<file path="src/rtl/rvsteel_bus_pkg.sv">
// Shared definitions for the rvsteel bus slice: FSM state and transaction type encodings.
package rvsteel_bus_pkg;

    typedef enum logic [1:0] {
        IDLE = 2'd0,
        WAIT = 2'd1,
        RESP = 2'd2
    } bus_state_e;

    typedef enum logic {
        TYPE_READ  = 1'b0,
        TYPE_WRITE = 1'b1
    } bus_type_e;

    // Width of the wait counter; one bit minimum so a disabled timeout still elaborates.
    function automatic int unsigned cnt_width(input int unsigned n);
        int unsigned w;
        w = $clog2(n + 1);
        return (w < 1) ? 1 : w;
    endfunction

endpackage

</file>
<file path="src/rtl/rvsteel_bus_timeout_counter.sv">
// Wait-cycle counter for the bus slice; tc_o flags the last permitted WAIT cycle.
module rvsteel_bus_timeout_counter
    import rvsteel_bus_pkg::*;
#(
    parameter int unsigned TIMEOUT_CYCLES = 1024
) (
    input  logic clock,
    input  logic reset,
    input  logic count_en_i,
    input  logic clear_i,
    output logic tc_o
);

    localparam int unsigned CW = cnt_width(TIMEOUT_CYCLES);

    generate
        if (TIMEOUT_CYCLES == 0) begin : g_off
            assign tc_o = 1'b0;
        end else begin : g_on
            localparam logic [CW-1:0] LAST = CW'(TIMEOUT_CYCLES - 1);

            logic [CW-1:0] count_q;
            logic [CW-1:0] count_d;

            always_comb begin
                count_d = count_q;
                if (clear_i) begin
                    count_d = '0;
                end else if (count_en_i) begin
                    count_d = count_q + 1'b1;
                end
            end

            always_ff @(posedge clock or negedge reset) begin
                if (!reset) begin
                    count_q <= '0;
                end else begin
                    count_q <= count_d;
                end
            end

            assign tc_o = (count_q == LAST);
        end
    endgenerate

endmodule

</file>
<file path="src/rtl/rvsteel_bus_slice.sv">
// Registered bus slice between the rvsteel core IO port and one subordinate,
// tracking a single outstanding transaction with a bounded wait.
module rvsteel_bus_slice
    import rvsteel_bus_pkg::*;
#(
    parameter int unsigned TIMEOUT_CYCLES    = 1024,
    parameter logic [31:0] TIMEOUT_READ_DATA = 32'hDEADBEEF
) (
    input  logic        clock,
    input  logic        reset,
    input  logic [31:0] m_rw_address,
    output logic [31:0] m_read_data,
    input  logic        m_read_request,
    output logic        m_read_response,
    input  logic [31:0] m_write_data,
    input  logic [3:0]  m_write_strobe,
    input  logic        m_write_request,
    output logic        m_write_response,
    output logic [31:0] s_rw_address,
    input  logic [31:0] s_read_data,
    output logic        s_read_request,
    input  logic        s_read_response,
    output logic [31:0] s_write_data,
    output logic [3:0]  s_write_strobe,
    output logic        s_write_request,
    input  logic        s_write_response,
    output logic        timeout_flag
);

    bus_state_e  state_q, state_d;
    bus_type_e   type_q, type_d;
    logic [31:0] addr_q, addr_d;
    logic [31:0] wdata_q, wdata_d;
    logic [3:0]  strb_q, strb_d;
    logic        rreq_q, rreq_d;
    logic        wreq_q, wreq_d;
    logic [31:0] rdata_q, rdata_d;
    logic        tflag_q, tflag_d;

    logic        resp_hit;
    logic        in_wait;
    logic        tc;

    assign in_wait  = (state_q == WAIT);
    assign resp_hit = (type_q == TYPE_READ) ? s_read_response : s_write_response;

    rvsteel_bus_timeout_counter #(
        .TIMEOUT_CYCLES(TIMEOUT_CYCLES)
    ) u_timeout (
        .clock     (clock),
        .reset     (reset),
        .count_en_i(in_wait && !resp_hit),
        .clear_i   (state_d != WAIT),
        .tc_o      (tc)
    );

    always_comb begin
        state_d = state_q;
        type_d  = type_q;
        addr_d  = addr_q;
        wdata_d = wdata_q;
        strb_d  = strb_q;
        rreq_d  = rreq_q;
        wreq_d  = wreq_q;
        rdata_d = rdata_q;
        tflag_d = tflag_q;
        case (state_q)
            IDLE: begin
                if (m_write_request) begin
                    type_d  = TYPE_WRITE;
                    addr_d  = m_rw_address;
                    wdata_d = m_write_data;
                    strb_d  = m_write_strobe;
                    wreq_d  = 1'b1;
                    state_d = WAIT;
                end else if (m_read_request) begin
                    type_d  = TYPE_READ;
                    addr_d  = m_rw_address;
                    strb_d  = 4'h0;
                    rreq_d  = 1'b1;
                    state_d = WAIT;
                end
            end
            WAIT: begin
                // A real response beats a timeout landing in the same cycle.
                if (resp_hit) begin
                    if (type_q == TYPE_READ) rdata_d = s_read_data;
                    rreq_d  = 1'b0;
                    wreq_d  = 1'b0;
                    state_d = RESP;
                end else if (tc) begin
                    if (type_q == TYPE_READ) rdata_d = TIMEOUT_READ_DATA;
                    tflag_d = 1'b1;
                    rreq_d  = 1'b0;
                    wreq_d  = 1'b0;
                    state_d = RESP;
                end
            end
            RESP: begin
                state_d = IDLE;
            end
            default: begin
                state_d = IDLE;
                rreq_d  = 1'b0;
                wreq_d  = 1'b0;
            end
        endcase
    end

    always_ff @(posedge clock or negedge reset) begin
        if (!reset) begin
            state_q <= IDLE;
            type_q  <= TYPE_READ;
            addr_q  <= '0;
            wdata_q <= '0;
            strb_q  <= '0;
            rreq_q  <= 1'b0;
            wreq_q  <= 1'b0;
            rdata_q <= '0;
            tflag_q <= 1'b0;
        end else begin
            state_q <= state_d;
            type_q  <= type_d;
            addr_q  <= addr_d;
            wdata_q <= wdata_d;
            strb_q  <= strb_d;
            rreq_q  <= rreq_d;
            wreq_q  <= wreq_d;
            rdata_q <= rdata_d;
            tflag_q <= tflag_d;
        end
    end

    assign s_rw_address     = addr_q;
    assign s_write_data     = wdata_q;
    assign s_write_strobe   = strb_q;
    assign s_read_request   = rreq_q;
    assign s_write_request  = wreq_q;
    assign m_read_data      = rdata_q;
    assign m_read_response  = (state_q == RESP) && (type_q == TYPE_READ);
    assign m_write_response = (state_q == RESP) && (type_q == TYPE_WRITE);
    assign timeout_flag     = tflag_q;

endmodule

</file>
<file path="config.mk">
export PLATFORM = sky130hd
export DESIGN_NAME = rvsteel_bus_slice
export DESIGN_NICKNAME = d
export VERILOG_FILES = /design/src/rtl/rvsteel_bus_pkg.sv /design/src/rtl/rvsteel_bus_timeout_counter.sv /design/src/rtl/rvsteel_bus_slice.sv
export SDC_FILE = /design/constraint.sdc
export NUM_CORES = 1
export LEC_CHECK = 0
export CORE_ASPECT_RATIO = 0.6
export CORE_MARGIN = 4
export CORE_UTILIZATION = 44
export DETAILED_ROUTE_END_ITERATION = 6
export PLACE_DENSITY = 0.95
export SLEW_MARGIN = 20
export SYNTH_ARGS = -nofsm -noshare
export SYNTH_HDL_FRONTEND = slang
export SYNTH_SLANG_ARGS = --single-unit
</file>
<file path="constraint.sdc">
create_clock -name clock -period 3.7 [get_ports clock]
set_input_delay 0.74 -clock clock [delete_from_list [all_inputs] [get_ports clock]]
set_output_delay 0.74 -clock clock [all_outputs]
set_load 0.03 [all_outputs]
</file>
==> Implementation_results.wiki, run 1 <==
{| class="wikitable"
! Metric !! Value
|-
| CTS H-tree depth || 4
|-
| Fin Setup TNS || 0 ns
|-
| Cells resized by post-CTS repair || 0
|-
| Count of input and output buffers || 210
|-
| Cell row count || 28
|-
| Layout net count || 694
|-
| Core Box Area || 9980 sq um
|-
| Ant diodes || 0
|-
| Number of iterations in the first detailed-routing pass || 4
|-
| Total GRT Usage || 23.3%
|-
| Longest Clk Path Bufs || 2
|-
| Clock power share || 20.7%
|-
| Post-synth EDFFs || 0
|-
| Library cells used by synthesis || 39
|-
| Power dissipated by switching net loads || 2980 uW
|-
| Wire length of the first global-routing pass || 21.9 mm
|-
| Fraction of final layout cells with drive strength greater than 1 || 14.5%
|-
| Combinational share of power || 48.9%
|-
| Critical path class || register to primary output
|-
| Max-cap violations || 0
|-
| Area grow syn2layout || 60.5%
|-
| Commonest cells after routing, fill and taps aside || clkdlybuf4s50_1 (209), dfrtp_1 (117), nand2_1 (102)
|-
| Worst Setup End Kind || primary output
|-
| Upper clock frequency limit || 383 MHz
|-
| Power per unit of standard cell area || 1010 nW/um^2
|-
| Syn. warnings || 0
|-
| Antenna violations before repair || 0
|-
| Type of the most critical hold path || input pin to async pin
|-
| Leak Pwr || 0.00318 uW
|-
| Fin. max-slew vios || 0
|-
| CP peak stage delay || 0.72 ns
|-
| CP Data Arrival Time || 1.87 ns
|-
| Routed via count || 3790
|-
| Buffers inserted by post-CTS timing repair || 0
|-
| Routed via count divided by cell count || 5.16
|-
| Final-report setup violation count || 0
|-
| Initial cell density of the core || 45.7%
|-
| Post-synth top flop || dfrtp_1
|-
| Worst endpoint required time || 2.96 ns
|-
| Summed instance area of the synthesized netlist || 4560 sq um
|-
| Clock network latency to the later pin of the worst-skew pair || 0.40 ns
|-
| Chip Height || 86.8 microns
|-
| Final wirelength || 13.8 mm
|-
| Nets in the synthesized netlist || 480
|-
| Most common library cell in the layout ignoring fill and taps || clkdlybuf4s50_1
|-
| Critical R2R Capture || m_read_data[6]
|-
| Unrepaired setup endpoints after global routing || false
|-
| Drt initial violations || 229
|-
| Die boundary width || 139 microns
|-
| Flops & latches, synth || 117
|-
| Clock transition at the register clock pins on the worst setup and hold paths after CTS || 0.05 ns
|-
| Number of standard cells in the layout, taps in and fillers out || 734
|-
| Total global routing overflow || 0
|-
| Cell count after placement || 703
|-
| DP Wirelength || 9.93 mm
|-
| Worst ir drop on vdd || 0.000560 V
|-
| Cell-by-cell trace of the critical path || inv_1, nor3b_1, clkdlybuf4s50_1
|-
| Area enclosed by the die boundary || 12100 sq um
|-
| Routability Congestion || 0.850
|-
| Share of synthesized flip-flops with an asynchronous set or reset || 100%
|-
| Slew at the pin closest to its max-slew limit || 0.900 ns
|-
| Crit path max-delay cell type || clkdlybuf4s50_1
|-
| Outcome || finished clean
|-
| Residual DRC count || 0
|-
| Portion of the clock cycle consumed by the worst path in the final layout || 70.5%
|-
| Number of fill cells in the layout || 628
|-
| Total Power Consumption || 7360 uW
|-
| Final critical delay including setup and external delays || 2.61 ns
|-
| Number of clock buffers inserted by TritonCTS || 17
|-
| Wire per inst || 18.8 microns
|-
| Internal power || 4380 uW
|-
| Register-to-register setup slack || 1.52 ns
|-
| Hold Buf Count CTS || 0
|-
| R2r startpoint || state_q[1]
|-
| CTS tree || built
|-
| Cells after synthesis || 373
|-
| Avg Inst Size Synth || 12.2 sq um
|-
| Number of sinks driven by the clock tree || 117
|-
| Via count of the first global-routing pass || 4125
|-
| Kind of start point of the critical path || register
|-
| Final-layout worst hold slack || 0.378 ns
|-
| Number of nets with antenna violations after routing || 0
|-
| Switching share of total power || 40.5%
|-
| Depth of the worst register-to-register path || 4
|-
| Pin count of the biggest net entering global routing || 65
|-
| Worst clock skew || 0.00820 ns
|-
| Buffer type at the clock tree root || clkbuf_16
|-
| Max FO, Critical Path || 7
|-
| Slew HR || 40.0%
|-
| Portion of the post-synthesis area used by sequential elements || 64.2%
|-
| Sequential Power Share || 30.3%
|-
| Final hold violations || 0
|-
| Top-level I/O count || 211
|-
| Final core utilization || 73.3%
|}
synth_stat cells (3+ instances only):
cell type,number,area [sq um]
nor3_1,4,20.0
dfrtp_1,117,2930
o22a_1,10,87.6
nand3_1,3,15.0
nor2_1,15,56.3
mux2_2,32,360
o21ai_0,3,15.0
inv_1,4,15.0
buf_2,12,60.1
a22o_1,12,105
nor4_1,5,31.3
xnor2_1,7,61.3
o22a_2,14,140
nand2_1,102,383
power groups by stage:
stage,clock (uW),combinational [uW],sequential (uW)
floorplan,0,962,3290
detailed placement,0,3610,2240
CTS,1550,3640,2240
global route,1610,3800,2310
finish,1520,3600,2230
global placement,0,3500,2180
through the flow:
stage	setup WS, ns	instance area, sq um
after floorplan	1.75	4560
after global placement	1.21	6760
after detailed placement	1.07	6760
after CTS	1.06	7310
after global routing	0.963	7310
final	1.09	7310
layout make-up:
class,count,area (sq um),area share (%)
clock buffer,22,474,6.48
sequential,117,2930,40.0
timing repair buffer,214,2140,29.3
tap,135,169,2.31
inverter,4,15.0,0.205
clock inverter,9,78.8,1.08
multi-input combinational,233,1510,20.6
state kept, by name, indices dropped and copies added, names as in the netlist:
signal / count
s_write_request: 1
u_timeout.g_on.count_q: 11
type_q: 1
s_write_data: 32
s_read_request: 1
m_read_data: 32
timeout_flag: 1
s_write_strobe: 4
state_q: 2
s_rw_address: 32
worst max-delay path, delay by kind of cell, from the launching register on:
| kind | cells | cell delay (ns) |
|---|---|---|
| buffers and inverters | 2 | 0.82 |
| DFF | 1 | 0.44 |
| and+or+nand+nor | 1 | 0.22 |
logic make-up (layout without fill, tap and decap cells):
kind of cell / count (synthesis) / count (layout) / synth area share [%]
AOI/OAI and AO/OA: 53 / 53 / 9.91
adders and majority gates: 1 / 1 / 0.274
DFF: 117 / 117 / 64.2
and+or+nand+nor: 139 / 139 / 13.2
muxes: 33 / 33 / 8.23
buffers and inverters: 23 / 249 / 2.77
xor gates and xnor gates: 7 / 7 / 1.35
routing by layer:
metal / vias to the layer above / global-route usage [%] / wire length (microns)
li1: 1714 / - / -
met1: 1847 / 28.0 / 5480
met2: 190 / 39.0 / 6800
met3: 39 / 7.77 / 1180
met4: 0 / 9.95 / 361
met5: - / 0 / 0
worst max-delay path by stage:
stage / startpoint / to / cells past startpoint
final: state_q[1] / m_write_response / 3
after CTS: state_q[1] / m_write_response / 3
after floorplan: state_q[1] / m_write_response / 2
after detailed placement: m_write_request / s_rw_address[5] / 5
after global placement: m_write_request / s_rw_address[24] / 5
after global routing: state_q[1] / m_write_response / 3
Note: power is estimated with default switching activity, not from simulation.
==> run 2, diff against run 1 <==
--- a/config.mk
+++ b/config.mk
@@ -7,9 +7,9 @@
 export LEC_CHECK = 0
 export CORE_ASPECT_RATIO = 0.6
 export CORE_MARGIN = 4
-export CORE_UTILIZATION = 44
+export CORE_UTILIZATION = 37
 export DETAILED_ROUTE_END_ITERATION = 6
-export PLACE_DENSITY = 0.95
+export PLACE_DENSITY = 0.86
 export SLEW_MARGIN = 20
 export SYNTH_ARGS = -nofsm -noshare
 export SYNTH_HDL_FRONTEND = slang
==> constraint.sdc (replaced) <==
create_clock -name clock -period 2.3 [get_ports clock]
set_input_delay 0.46 -clock clock [delete_from_list [all_inputs] [get_ports clock]]
set_output_delay 0.46 -clock clock [all_outputs]
set_load 0.03 [all_outputs]
==> run 2 against run 1 <==
Register-to-register slack got worse by 1.3 ns. Cell count rose by 4.9%. Flip-flop and latch count did not move. Non-clock buffer count rose by 5. Setup slack got worse by 0.88 ns. Design area rose by 1.2%. Count of clock-buffer cells in the layout fell by 3. Clock power rose by 57%.
==> Implementation_results.wiki, run 2 (synthesis results as in run 1) <==
{| class="wikitable"
! Metric !! Value
|-
| Outcome || finished clean
|-
| Final wirelength || 12.5 mm (-9.2%)
|-
| Total global routing overflow || 0 (unchanged)
|-
| Worst clock skew || 0.0140 ns (+0.00579 ns)
|-
| Final-report setup violation count || 0 (unchanged)
|-
| Area enclosed by the die boundary || 14200 sq um (+17%)
|-
| Commonest cells after routing, fill and taps aside || clkdlybuf4s50_1 (207), dfrtp_1 (117), nand2_1 (102)
|-
| Critical R2R Capture || m_read_data[20]
|-
| Routed via count divided by cell count || 4.77 (-7.7%)
|-
| Initial cell density of the core || 37.8% (-7.9 points)
|-
| Leak Pwr || 0.00321 uW (+1.2%)
|-
| Final core utilization || 61.4% (-12 points)
|-
| Via count of the first global-routing pass || 3937 (-4.6%)
|-
| Register-to-register setup slack || 0.21 ns (-1.31 ns)
|-
| Number of iterations in the first detailed-routing pass || 4 (unchanged)
|-
| Area grow syn2layout || 62.5%
|-
| Buffer type at the clock tree root || clkbuf_16
|-
| Cell row count || 31 (+11%)
|-
| Ant diodes || 0 (unchanged)
|-
| Number of fill cells in the layout || 935 (+49%)
|-
| Number of nets with antenna violations after routing || 0 (unchanged)
|-
| Layout net count || 699 (+0.72%)
|-
| CP peak stage delay || 0.47 ns (-0.25 ns)
|-
| CP Data Arrival Time || 2.36 ns (+0.49 ns)
|-
| Most common library cell in the layout ignoring fill and taps || clkdlybuf4s50_1
|-
| Fraction of final layout cells with drive strength greater than 1 || 15.4% (+0.85 points)
|-
| Antenna violations before repair || 0 (unchanged)
|-
| Residual DRC count || 0 (unchanged)
|-
| Unrepaired setup endpoints after global routing || false
|-
| Fin. max-slew vios || 0 (unchanged)
|-
| Wire length of the first global-routing pass || 19.7 mm (-10%)
|-
| Portion of the clock cycle consumed by the worst path in the final layout || 90.8%
|-
| Final hold violations || 0 (unchanged)
|-
| Top-level I/O count || 211 (unchanged)
|-
| Power per unit of standard cell area || 1590 nW/um^2 (+58%)
|-
| Number of clock buffers inserted by TritonCTS || 17 (unchanged)
|-
| R2r startpoint || u_timeout.g_on.count_q[0]
|-
| Count of input and output buffers || 210 (unchanged)
|-
| Depth of the worst register-to-register path || 5 (+1)
|-
| Global Route met1 Usage || 22.6% (-5.4 points)
|-
| Core Box Area || 12100 sq um (+21%)
|-
| DP Wirelength || 9.44 mm (-4.9%)
|-
| Kind of start point of the critical path || register
|-
| Critical path class || register to register
|-
| Longest Clk Path Bufs || 2 (unchanged)
|-
| Total GRT Usage || 17.8% (-5.5 points)
|-
| Met3 usage || 6.85% (-0.93 points)
|-
| Slew HR || 53.4% (+13 points)
|-
| Fin Setup TNS || 0 ns (unchanged)
|-
| Clock network latency to the later pin of the worst-skew pair || 0.40 ns (about the same)
|-
| Max FO, Critical Path || 8 (+1)
|-
| Chip Height || 94.0 microns (+8.2%)
|-
| Worst ir drop on vdd || 0.000808 V (+44%)
|-
| Pin count of the biggest net entering global routing || 47 (-28%)
|-
| Finished Cell Area || 7410 sq um (+1.2%)
|-
| Max-cap violations || 0 (unchanged)
|-
| Die boundary width || 151 microns (+8.5%)
|-
| Cell-by-cell trace of the critical path || ha_1, nand3_1, nor4_4, o21ai_1, a22o_1
|-
| Wire per inst || 16.3 microns (-13%)
|-
| GRT met2 Usage || 28.3% (-11 points)
|-
| Upper clock frequency limit || 479 MHz
|-
| Worst Setup End Kind || register
|-
| Number of sinks driven by the clock tree || 117 (unchanged)
|-
| Routed via count || 3670 (-3.2%)
|-
| Slew at the pin closest to its max-slew limit || 0.694 ns (-0.206 ns)
|-
| Type of the most critical hold path || input pin to async pin
|-
| CTS H-tree depth || 4 (unchanged)
|-
| Buffers inserted by post-CTS timing repair || 0 (unchanged)
|-
| Drt initial violations || 104 (-55%)
|-
| Clock transition at the register clock pins on the worst setup and hold paths after CTS || 0.06 ns (about the same)
|-
| Worst endpoint required time || 2.57 ns (-0.39 ns)
|-
| CTS tree || built
|-
| Crit path max-delay cell type || nor4_4
|-
| Routability Congestion || 0.794 (-6.7%)
|-
| Final critical delay including setup and external delays || 2.09 ns
|-
| Final-layout worst hold slack || 0.0836 ns (-0.294 ns)
|-
| Peak-usage layer in the global routing report || met2
|-
| Placed cell areas || 6860 sq um (+1.5%)
|}
run 2: changes by cell type in the layout (fill, tap and decap cells not counted):
cell,change
buf_4,+3
clkbuf_8,-3
clkinvlp_4,+3
buf_12,+2
clkdlybuf4s50_1,-2
dlygate4sd2_1,+1
dlymetal6s2s_1,+1
inv_6,+1
run 2: how the worst max path moves through the flow:
stage	start	endpoint	slack [ns]
3_3_place_gp	s_read_response	u_timeout.g_on.count_q[0]	0.27
2_1_floorplan	state_q[1]	m_write_response	0.63
6_report	u_timeout.g_on.count_q[0]	m_read_data[20]	0.21
3_5_place_dp	s_read_response	u_timeout.g_on.count_q[0]	0.20
5_1_grt	u_timeout.g_on.count_q[0]	m_read_data[29]	0.07
4_1_cts	state_q[1]	m_read_response	0.04
run 2: area by class of cell:
cell class / count / area (sq um) / area share [%]
tap: 165 / 206 / 2.79
multi-input combinational: 233 / 1510 / 20.4
clock inverter: 13 / 110 / 1.49
clock buffer: 19 / 433 / 5.85
inverter: 4 / 15.0 / 0.203
sequential: 117 / 2930 / 39.5
timing repair buffer: 219 / 2210 / 29.8
run 2: critical path: cells and delay by family (launching register included):
kind / cells / cell delay, ns
AOI/OAI and AO/OA: 2 / 0.62
DFF: 1 / 0.40
adders and majority gates: 1 / 0.26
and+or+nand+nor: 2 / 0.69
run 2: routing by layer:
metal	vias to the layer above	part of all wire [%]
li1	1714	-
met1	1775	42
met2	170	47
met3	11	9.9
met4	0	1.2
met5	-	0
run 2: power by group:
group | switching, uW | leakage (uW) | total [uW] | internal [uW]
Sequential | 555 | 0.00141 | 3560 | 3010
Combinational | 3270 | 0.00155 | 5790 | 2520
Clock | 907 | 0.000255 | 2380 | 1480
run 2: through the flow:
stage                     power [uW]  worst slack, ns  std cells
after detailed placement        9430            0.203        738
after floorplan                 6840            0.627        373
after global placement          9230            0.267        738
final                          11700            0.212        770
after CTS                      11900           0.0364        770
after global routing           12400           0.0683        770
run 2: repair_timing:
action | 4_1_cts | 5_1_grt
hold endpoints to repair | 0 | 0
gates resized for setup | 1 | 1
hold buffers | 0 | 0
endpoints found under the setup margin | 1 | 1
==> patch, RTL diff (flow settings as in run 2) <==
`TIMEOUT_CYCLES` is set to 1024 in 2 places; all go to 512.
--- a/src/rtl/rvsteel_bus_timeout_counter.sv
+++ b/src/rtl/rvsteel_bus_timeout_counter.sv
@@ -3,5 +3,5 @@
     import rvsteel_bus_pkg::*;
 #(
-    parameter int unsigned TIMEOUT_CYCLES = 1024
+    parameter int unsigned TIMEOUT_CYCLES = 512
 ) (
     input  logic clock,
--- a/src/rtl/rvsteel_bus_slice.sv
+++ b/src/rtl/rvsteel_bus_slice.sv
@@ -4,5 +4,5 @@
     import rvsteel_bus_pkg::*;
 #(
-    parameter int unsigned TIMEOUT_CYCLES    = 1024,
+    parameter int unsigned TIMEOUT_CYCLES    = 512,
     parameter logic [31:0] TIMEOUT_READ_DATA = 32'hDEADBEEF
 ) (
Formal check against the unedited RTL: no difference found for any inputs over 4 cycles, from zero or initial values and one cycle with reset low; that may be too few to reach the edited logic, so the function may still have changed.
==> patch against run 2 <==
Sequential power shrank 1%. Critical path depth shrank 2. Maximum frequency up 3.7%. Count of clock-buffer cells in the layout did not move. Hold slack got worse by 0.024 ns. Setup slack better by 0.075 ns. Cell area shrank 0.69%. Total power is 0.90% lower. Routed wire length grew 3.9%. Sequential cell count fell by 1. Non-clock buffer count fell by 1. Highest routed layer unchanged. Area after synthesis shrank 1.5%.
==> patch: results (changes against run 2) <==
status = completed
area post-placement = 6800 um2 (-0.91%)
fillcell total = 899 (-3.9%)
Slew HR = 50.6% (-2.8 points)
# placed instances = 729 (-1.2%)
M1 WL = 5.46 mm (+4.2%)
Syn Nets = 476 (-0.83%)
met2 routed WL = 6.06 mm (+2.7%)
Leakage = 0.00319 uW (-0.81%)
clk_skew = 0.00707 ns (-0.00692 ns)
clock buffer depth = 2 (unchanged)
Syn Inst Count = 369 (-1.1%)
Pre-Repair DR Iteration Count = 4 (unchanged)
xor and xnor area share after synthesis = 1.37% (+0.020 points)
vias in the first global route = 3,941 (+0.10%)
Overall Global Routing Usage = 18.7% (+0.91 points)
Post-Synth Adder-Cell Area = 0.279% (+0.0041 points)
Worst Path Arrival = 1.55 ns (-0.81 ns)
WL final = 13.0 mm (+3.9%)
filler-free cell count of the finished design = 761 (-1.2%)
Clk pin slew, worst setup/hold paths = 0.05 ns
global-route wire length before repair = 20.5 mm (+4.3%)
Seq pwr share = 30.3% (about the same)
Via density = 4.81 (+0.91%)
Seq. pwr = 3520 uW (-1%)
crit-path max FO = 5 (-3)
top post-synthesis cells by area = dfrtp_1, nand2_1, mux2_2, o22a_1, a22o_1
Post-DP HPWL = 9.89 mm (+4.7%)
GRT met1 Usage = 22.4% (-0.17 points)
Diodes inserted = 0 (unchanged)
mux cell area share after synthesis = 8.61% (+0.37 points)
GR Util met3 = 8.91% (+2.1 points)
Final #Nets = 695 (-0.57%)
fin util = 63.6% (+2.2 points)
met2 GRT Util = 30.7% (+2.4 points)
Starting DRT DRC Count = 97 (-6.7%)
post-CTS sizing = 1 (unchanged)
met3 WL post-DR = 1.41 mm (+14%)
initial antenna violation count = 0 (unchanged)
Final GP Congestion = 0.815 (+2.7%)
setup bufs post-CTS = 0 (unchanged)
Synth top cells by count = dfrtp_1, nand2_1, mux2_2, o22a_1, nor2_1
post-synth cell types = 33 (-15%)
Psw = 4680 uW (-1.0%)
complex-gate fraction of the synthesized area = 9.28% (-0.63 points)
proportion of layout cells with a drive suffix above 1 = 13.3% (-2.1 points)
register area share after synthesis = 64.6% (+0.41 points)
largest net degree at the start of global routing = 42 (-11%)
pre-CTS setup slack = 0.227 ns (+0.0234 ns)
Max IR drop VDD = 0.865 mV (+6.9%)
[patch: cell types whose count changed after synthesis, sizes merged, moves of 2 or more]
cell and delta:
nand2 +2, buf -3, nor4 -2, clkbuf +2
[patch: worst max-delay path, cell delays in order (launching register included)]
cell	delay, ns
dfrtp_1	0.40
inv_1	0.10
nor3b_1	0.23
dlygate4sd2_1	0.43
[patch: final cells by class]
class / count / area share (%)
clock inverters: 13 / 1.51
clock buffers: 19 / 6.02
flip-flops and latches: 116 / 39.5
well taps: 160 / 2.72
repair buffers: 218 / 29.9
multi-input cells: 232 / 20.2
inverters: 3 / 0.153
[patch: worst paths after layout]
kind	start	to	slack [ns]	depth (start not counted)
hold reg to reg	s_rw_address[19]	s_rw_address[19]	0.48	2
setup reg to reg	u_timeout.g_on.count_q[0]	m_read_data[22]	0.29	5
max in group asynchronous	reset	m_read_data[16]	1.63	2
min in group clock	s_rw_address[19]	s_rw_address[19]	0.48	2
hold / removal	reset	s_read_request	0.06	1
setup / recovery	state_q[1]	m_write_response	0.29	3
